===== src/rtl/burst_read_capture.sv =====
// Captures single-cycle RAM reads driven by the controller's cen/addr stream into a tagged FWFT FIFO.
// Optional feature: define BEAT_COUNT_EN to add the 16-bit beat_count pop counter output.
module burst_read_capture #(
    parameter int DW    = 32,
    parameter int AW    = 10,
    parameter int DEPTH = 8
) (
    input  logic                     clk,
    input  logic                     rst,
    input  logic                     cen,
    input  logic                     start,
    input  logic [AW-1:0]            addr,
    output logic                     mem_ren,
    output logic [AW-1:0]            mem_addr,
    input  logic [DW-1:0]            mem_rdata,
    output logic                     out_valid,
    input  logic                     out_ready,
    output logic [DW-1:0]            out_data,
    output logic [AW-1:0]            out_addr,
    output logic                     out_first,
    output logic                     out_last,
    output logic [$clog2(DEPTH):0]   fill_level,
    input  logic                     err_clr,
    output logic                     overflow,
    output logic                     frame_err
`ifdef BEAT_COUNT_EN
    ,
    output logic [15:0]              beat_count
`endif
);

    localparam int PW = $clog2(DEPTH);

    logic            tag_v;
    logic [AW-1:0]   tag_addr;

    logic [DW-1:0]   data_mem [DEPTH];
    logic [AW-1:0]   addr_mem [DEPTH];
    logic [PW:0]     wr_ptr;
    logic [PW:0]     rd_ptr;
    logic [PW:0]     level;

    logic            full;
    logic            empty;
    logic            do_pop;
    logic            do_push;
    logic            drop;
    logic            frame_bad;

    assign mem_ren  = cen;
    assign mem_addr = addr;

    // Pointers carry one extra wrap bit so full and empty stay distinguishable.
    assign level   = wr_ptr - rd_ptr;
    assign full    = (level == (PW+1)'(DEPTH));
    assign empty   = (level == '0);
    assign do_pop  = !empty && out_ready;
    assign do_push = tag_v && (!full || do_pop);
    assign drop    = tag_v && full && !do_pop;

    // A burst marker belongs only on the beat whose low address bits are 01.
    assign frame_bad = (cen && (start != (addr[1:0] == 2'b01))) || (start && !cen);

    assign out_valid  = !empty;
    assign out_data   = data_mem[rd_ptr[PW-1:0]];
    assign out_addr   = addr_mem[rd_ptr[PW-1:0]];
    assign out_first  = (out_addr[1:0] == 2'b00);
    assign out_last   = (out_addr[1:0] == 2'b11);
    assign fill_level = level;

    always_ff @(posedge clk or posedge rst) begin
        if (rst) begin
            tag_v    <= 1'b0;
            tag_addr <= '0;
        end else begin
            tag_v    <= cen;
            tag_addr <= cen ? addr : tag_addr;
        end
    end

    always_ff @(posedge clk) begin
        if (do_push) begin
            data_mem[wr_ptr[PW-1:0]] <= mem_rdata;
            addr_mem[wr_ptr[PW-1:0]] <= tag_addr;
        end
    end

    always_ff @(posedge clk or posedge rst) begin
        if (rst) begin
            wr_ptr <= '0;
            rd_ptr <= '0;
        end else begin
            if (do_push) begin
                wr_ptr <= wr_ptr + 1'b1;
            end
            if (do_pop) begin
                rd_ptr <= rd_ptr + 1'b1;
            end
        end
    end

    // Set events take priority over a same-cycle clear.
    always_ff @(posedge clk or posedge rst) begin
        if (rst) begin
            overflow  <= 1'b0;
            frame_err <= 1'b0;
        end else begin
            if (drop) begin
                overflow <= 1'b1;
            end else if (err_clr) begin
                overflow <= 1'b0;
            end
            if (frame_bad) begin
                frame_err <= 1'b1;
            end else if (err_clr) begin
                frame_err <= 1'b0;
            end
        end
    end

`ifdef BEAT_COUNT_EN
    always_ff @(posedge clk or posedge rst) begin
        if (rst) begin
            beat_count <= '0;
        end else if (do_pop) begin
            beat_count <= beat_count + 16'd1;
        end
    end
`endif

endmodule


===== config.mk =====
export PLATFORM = sky130hd
export DESIGN_NAME = burst_read_capture
export DESIGN_NICKNAME = d
export VERILOG_FILES = /design/src/rtl/burst_read_capture.sv
export SDC_FILE = /design/constraint.sdc
export NUM_CORES = 1
export LEC_CHECK = 0
export ABC_CLOCK_PERIOD_IN_PS = 8600
export CORE_MARGIN = 3
export CORE_UTILIZATION = 25
export DETAILED_ROUTE_END_ITERATION = 12
export RECOVER_POWER = 50
export SYNTH_ARGS = -nofsm -noshare
export SYNTH_HDL_FRONTEND = slang
export SYNTH_SLANG_ARGS = --single-unit

===== constraint.sdc =====
create_clock -name clk -period 8.6 [get_ports clk]
set_input_delay 0.86 -clock clk [delete_from_list [all_inputs] [get_ports clk]]
set_output_delay 0.86 -clock clk [all_outputs]
set_load 0.01 [all_outputs]

Yosys cells after proc, flatten, opt, wreduce, memory -nomap -nowiden
Memory sizes are Yosys's and may differ from the RTL's.
Index checks and enable logic that the tools add are counted.
Storage, ports and cells
  memories kept: 2
  bits in read-only memories: 0
  memory bits (writable): 336
  bits in registers: 21
  bits in latches: 0
  input bits: 48
  output and inout port bits: 62
  word-level logic and storage cells: 36
Cells by class
  eq/ne operators: 4
  reduce and logical (&&, ||, !) cells: 16
  $add $sub $neg: 3
  divide/modulo/power cells: 0
  shift operators: 0
  $mul: 0
  bitwise logic cells: 0
  muxes and demuxes: 5
  $lt $le $gt $ge: 0
Memories
  data_mem: words 8, bits a word 32, read ports 1, clocked after memory_dff 0, wr ports 1, line 37  | logic [DW-1:0] data_mem [DEPTH];
  addr_mem: words 8, bits a word 10, read ports 1, clocked after memory_dff 0, wr ports 1, line 38  | logic [AW-1:0] addr_mem [DEPTH];
Operators by type and width (count)
  4-bit by 1-bit adder with 4-bit output, second input constant: 2
  1-bit logical AND: 6
  1-bit 2-to-1 mux: 5
  4-bit == test, second input constant: 1
  1-bit zero test: 4
  4-bit zero test: 1
  2-bit nonzero test: 2
  4-bit subtractor: 1
  2-bit by 1-bit == test with 1-bit output, second input constant: 1
  2-bit == test, second input constant: 1
  2-bit zero test: 1
  1-bit logical OR: 2
  1-bit inequality test: 1

Logic depth before layout (Yosys ltp)
  depth in word-level cells: 8
  mapped depth: 11
  mapped depth without buffers: 8

Worst setup path before layout
OpenSTA, ideal clock, no wires.
  kind: reg-to-reg
  start: register rd_ptr[1]
  end: memory addr_mem[6][0] (enable)
  path slack: 1.506 ns
  required time: 8.039 ns
  library setup time: 0.561 ns
  period minus slack after synthesis: 7.094 ns
  cell stages (with the launch flop): 10
  buffers on the path: 3
  arrival: 6.533 ns
  path through: dfrtp_1 -> buf_2 -> buf_4 -> clkbuf_1 -> inv_1 -> fa_1 -> xor2_1 -> nor3_1 -> o21a_2 -> nor4b_1
Between the ends
  longest elaborated chain between the ends: 8
  elaborated cells between the ends (all ways): 10
  those cells by class: add/sub: 1; eq/ne: 1; mux: 2; reduce/logical: 6
Ends and longest elaborated chain
  start: declaration: line 40  | logic [PW:0] rd_ptr;
  start signal: assignment: line 97  | rd_ptr <= rd_ptr + 1'b1;
  4-bit subtractor (*): line 54  | assign level = wr_ptr - rd_ptr;
  net fill_level[2]: line 22  | output logic [$clog2(DEPTH):0] fill_level,
  4-bit zero test: line 56  | assign empty = (level == '0);
  1-bit zero test: line 57  | assign do_pop = !empty && out_ready;
  1-bit logical AND: line 57
  1-bit logical OR (*): line 58  | assign do_push = tag_v && (!full || do_pop);
  1-bit logical AND (*): line 58
  1-bit 2-to-1 mux (*): line 82  | if (do_push) begin
  1-bit 2-to-1 mux (not written as such) (*): line 84  | addr_mem[wr_ptr[PW-1:0]] <= tag_addr;
  end: declaration: line 38
The timed path passes the listed nets; every way through them passes the cells marked *.

Worst setup path after layout
  start: register rd_ptr[0]
  end: output out_valid
Between the ends
  longest elaborated chain between the ends: 3
Ends and longest elaborated chain
  4-bit subtractor: line 54
  4-bit zero test: line 56
  1-bit zero test: line 64  | assign out_valid = !empty;
  end: declaration: line 16  | output logic out_valid,
Every way passes these cells.

==> qor.yml <==
status:
  outcome: "finished with violations"
  violations: "capacitance limit, slew limit"
die:
  coreArea_sq_um: 54500
  die_x_microns: 242
  die_height_microns: 242
  pin_count: 110
  die-area_sq_um: 58600
  rows: 85
  start_util: 0.256
layout:
  drive_gt1_frac: 0.210
  area_growth_pct: 22.3
  fill_cells: 5345
  nNetsFinal: 869
  instances_no_fill: 1581
  final_area_sq_um: 17000
  final_core_util: 0.313
sta:
  setup_viol: 0
  worst_slack_ns: 2.46
  fin_hold_ws_ns: 0.483
  worst_slew_pin_slew_ns: 2.84
  fin_tns_setup_ns: 0
  hold_violations: 0
  fmax_mhz: 163
  slew_headroom: -0.890
  finalMaxSlewViolations: 46
  period_share: 0.714
  rsz0062_at_grt: "no"
  skew_ns: 0.0152
  period_needed_ns: 6.14
critical_path:
  r2r_slack_ns: 2.64
  worstReg2RegEnd: "addr_mem[2][5]$_DFFE_PP_"
  crit_slowest_cell: "dfrtp_1"
  reg2reg_depth: 8
  crit_type: "flip-flop to output pin"
  reg2reg_from: "rd_ptr[0]$_DFFE_PP0P_"
  crit_end: "out_valid"
  slowest_delay_ns: 2.27
  crit_buf_inv: 2
  end_kind: "output pin"
  cp.arrival_ns: 5.28
  worstPathCellList: "ha_1, inv_1, fa_1, nand2b_1, or2_0, or3_2, clkdlybuf4s50_1"
  start_kind: "flip-flop"
  startpoint: "rd_ptr[0]$_DFFE_PP0P_"
  cp_num_cells: 7
  crit_family: "flip-flops"
  path_max_fanout: 45
  crit_required_ns: 7.74
global_routing:
  antenna_found_initial: 8
  overflow: 0
  grtUsageTotal: 0.104
  grt_pass1_vias: 7195
  grt_pass1_wl_microns: 46500
  grt_max_degree: 70
logic_synthesis:
  synth_seq_cells: 357
  ys_types: 45
  synth_edf_count: 336
  avgSynthCellArea_sq_um: 19.9
  yosys.area_share.xor_xnor: 0.00440
  synth_top_cell_by_area: "edfxtp_1"
  synthFlopType: "edfxtp_1"
  syn_nets: 754
  yosysWarningCount: 0
  synthAdderAreaFrac: 0.00593
  synth_top_family_by_area: "multiplexers"
  ys_seq_area_frac: 0.762
  async_flop_share: 0.0588
  synthSimpleGateAreaFrac: 0.0509
  synthCells: 700
  synth_top_cell_area_share: 0.725
  synth_area_sq_um: 13900
  synth-compound-area-share: 0.0112
  synthMuxAreaShare: 0.144
  synthTopCellsByArea: "edfxtp_1, mux4_2, dfrtp_1, nand2_1, buf_4"
route:
  drt-total-wl_microns: 30800
  first_pass_iters: 4
  drtIter0Drc: 415
  antenna_left: 0
  vias_per_cell: 4.25
  num_vias: 6721
  wire_per_inst_microns: 19.5
  drc: 0
power:
  ir_worst_vdd_mv: 0.196
  leakage_nw: 5.58
  power_density_nw_per_um2: 350
  totalPowerFinal_mw: 5.97
placement:
  gp_congestion: 0.713
  io_buffers: 109
  dp_hpwl_microns: 16800
  place_area_sq_um: 15800
  post-place-ws_ns: 4.02
  placed_cells: 1515
cts:
  numCtsBuffers: 37
  cts_tree: "built"
  clk_latency_ns: 0.52
  root_buffer: "clkbuf_16"
  cts_hold_buf: 0
  postCtsSetupBuffers: 0
  clockBufferDepth: 3
  cts_max_level: 2
  clock-sinks: 357
  postCtsResizedCells: 0
  cts.clk_slew.worst_paths_ns: 0.06
run:
  maxCapViolCount: 1
min_path:
  min_path_type: "flip-flop to flip-flop"
==> how the worst min path moves through the flow <==
| stage | slack [ns] | depth (start not counted) | to | startpoint |
|---|---|---|---|---|
| global route | 0.51 | 1 | frame_err$_DFFE_PP0P_ | frame_err$_DFFE_PP0P_ |
| finish | 0.48 | 1 | frame_err$_DFFE_PP0P_ | frame_err$_DFFE_PP0P_ |
| floorplan | 0.52 | 1 | frame_err$_DFFE_PP0P_ | frame_err$_DFFE_PP0P_ |
| global placement | 0.47 | 1 | frame_err$_DFFE_PP0P_ | frame_err$_DFFE_PP0P_ |
| CTS | 0.49 | 1 | frame_err$_DFFE_PP0P_ | frame_err$_DFFE_PP0P_ |
| detailed placement | 0.47 | 1 | frame_err$_DFFE_PP0P_ | frame_err$_DFFE_PP0P_ |
==> cell usage after synthesis (4+ instances only) <==
master and count:
buf_4 19, nor3_1 5, mux2_2 9, mux4_2 84, edfxtp_1 336, clkbuf_1 20, xnor2_1 4, nand2_1 133
inv_1 7, buf_2 4, dfrtp_1 21, o211ai_1 6, ha_1 5
==> sequential cells by signal (all words and copies together) (netlist names) <==
name and cells:
addr_mem 80, data_mem 256, frame_err 1, overflow 1, rd_ptr 4, tag_addr 10, tag_v 1, wr_ptr 4
==> layout by cell type, fill, tap and decap left out, types with 7 or more instances in the layout <==
master,instances
edfxtp_1,336
nand2_1,133
mux4_2,84
clkdlybuf4s50_1,63
dlygate4sd3_1,46
clkbuf_16,39
dfrtp_1,19
buf_4,13
mux2_2,9
clkbuf_1,8
inv_1,7
==> kinds of logic (layout without fill, tap and decap cells) <==
group	Yosys count	in the layout
AOI/OAI and AO/OA	20	20
adders and majority gates	6	6
buffers and inverters	54	195
xor gates and xnor gates	7	7
and+or+nand+nor	162	162
other	0	1
DFF	357	357
muxes	94	94
==> power breakdown <==
group          internal (mW)  leakage [nW]  switching, mW
sequential              2.20          3.30          0.171
clock                  0.969         0.604          0.637
combinational          0.967          1.68           1.03
==> layer usage <==
metal / up-vias / track usage / share of wire
met3: 44 / 0.0239 / 0.045
met2: 143 / 0.167 / 0.47
li1: 2985 / - / -
met1: 3543 / 0.143 / 0.46
met5: - / 0 / 0.0012
met4: 6 / 0.0246 / 0.015
==> final cells by class <==
cell class,instances,area (sq um),area share
Clock buffer,49,1030,0.0607
Sequential cell,357,10600,0.624
Antenna cell,1,2.50,0.000147
Multi-Input combinational cell,289,3040,0.179
Timing Repair Buffer,122,1190,0.0698
Tap cell,739,925,0.0543
Inverter,8,30.0,0.00176
Clock inverter,16,190,0.0112
No activity file was read; power rests on OpenSTA's default activity.
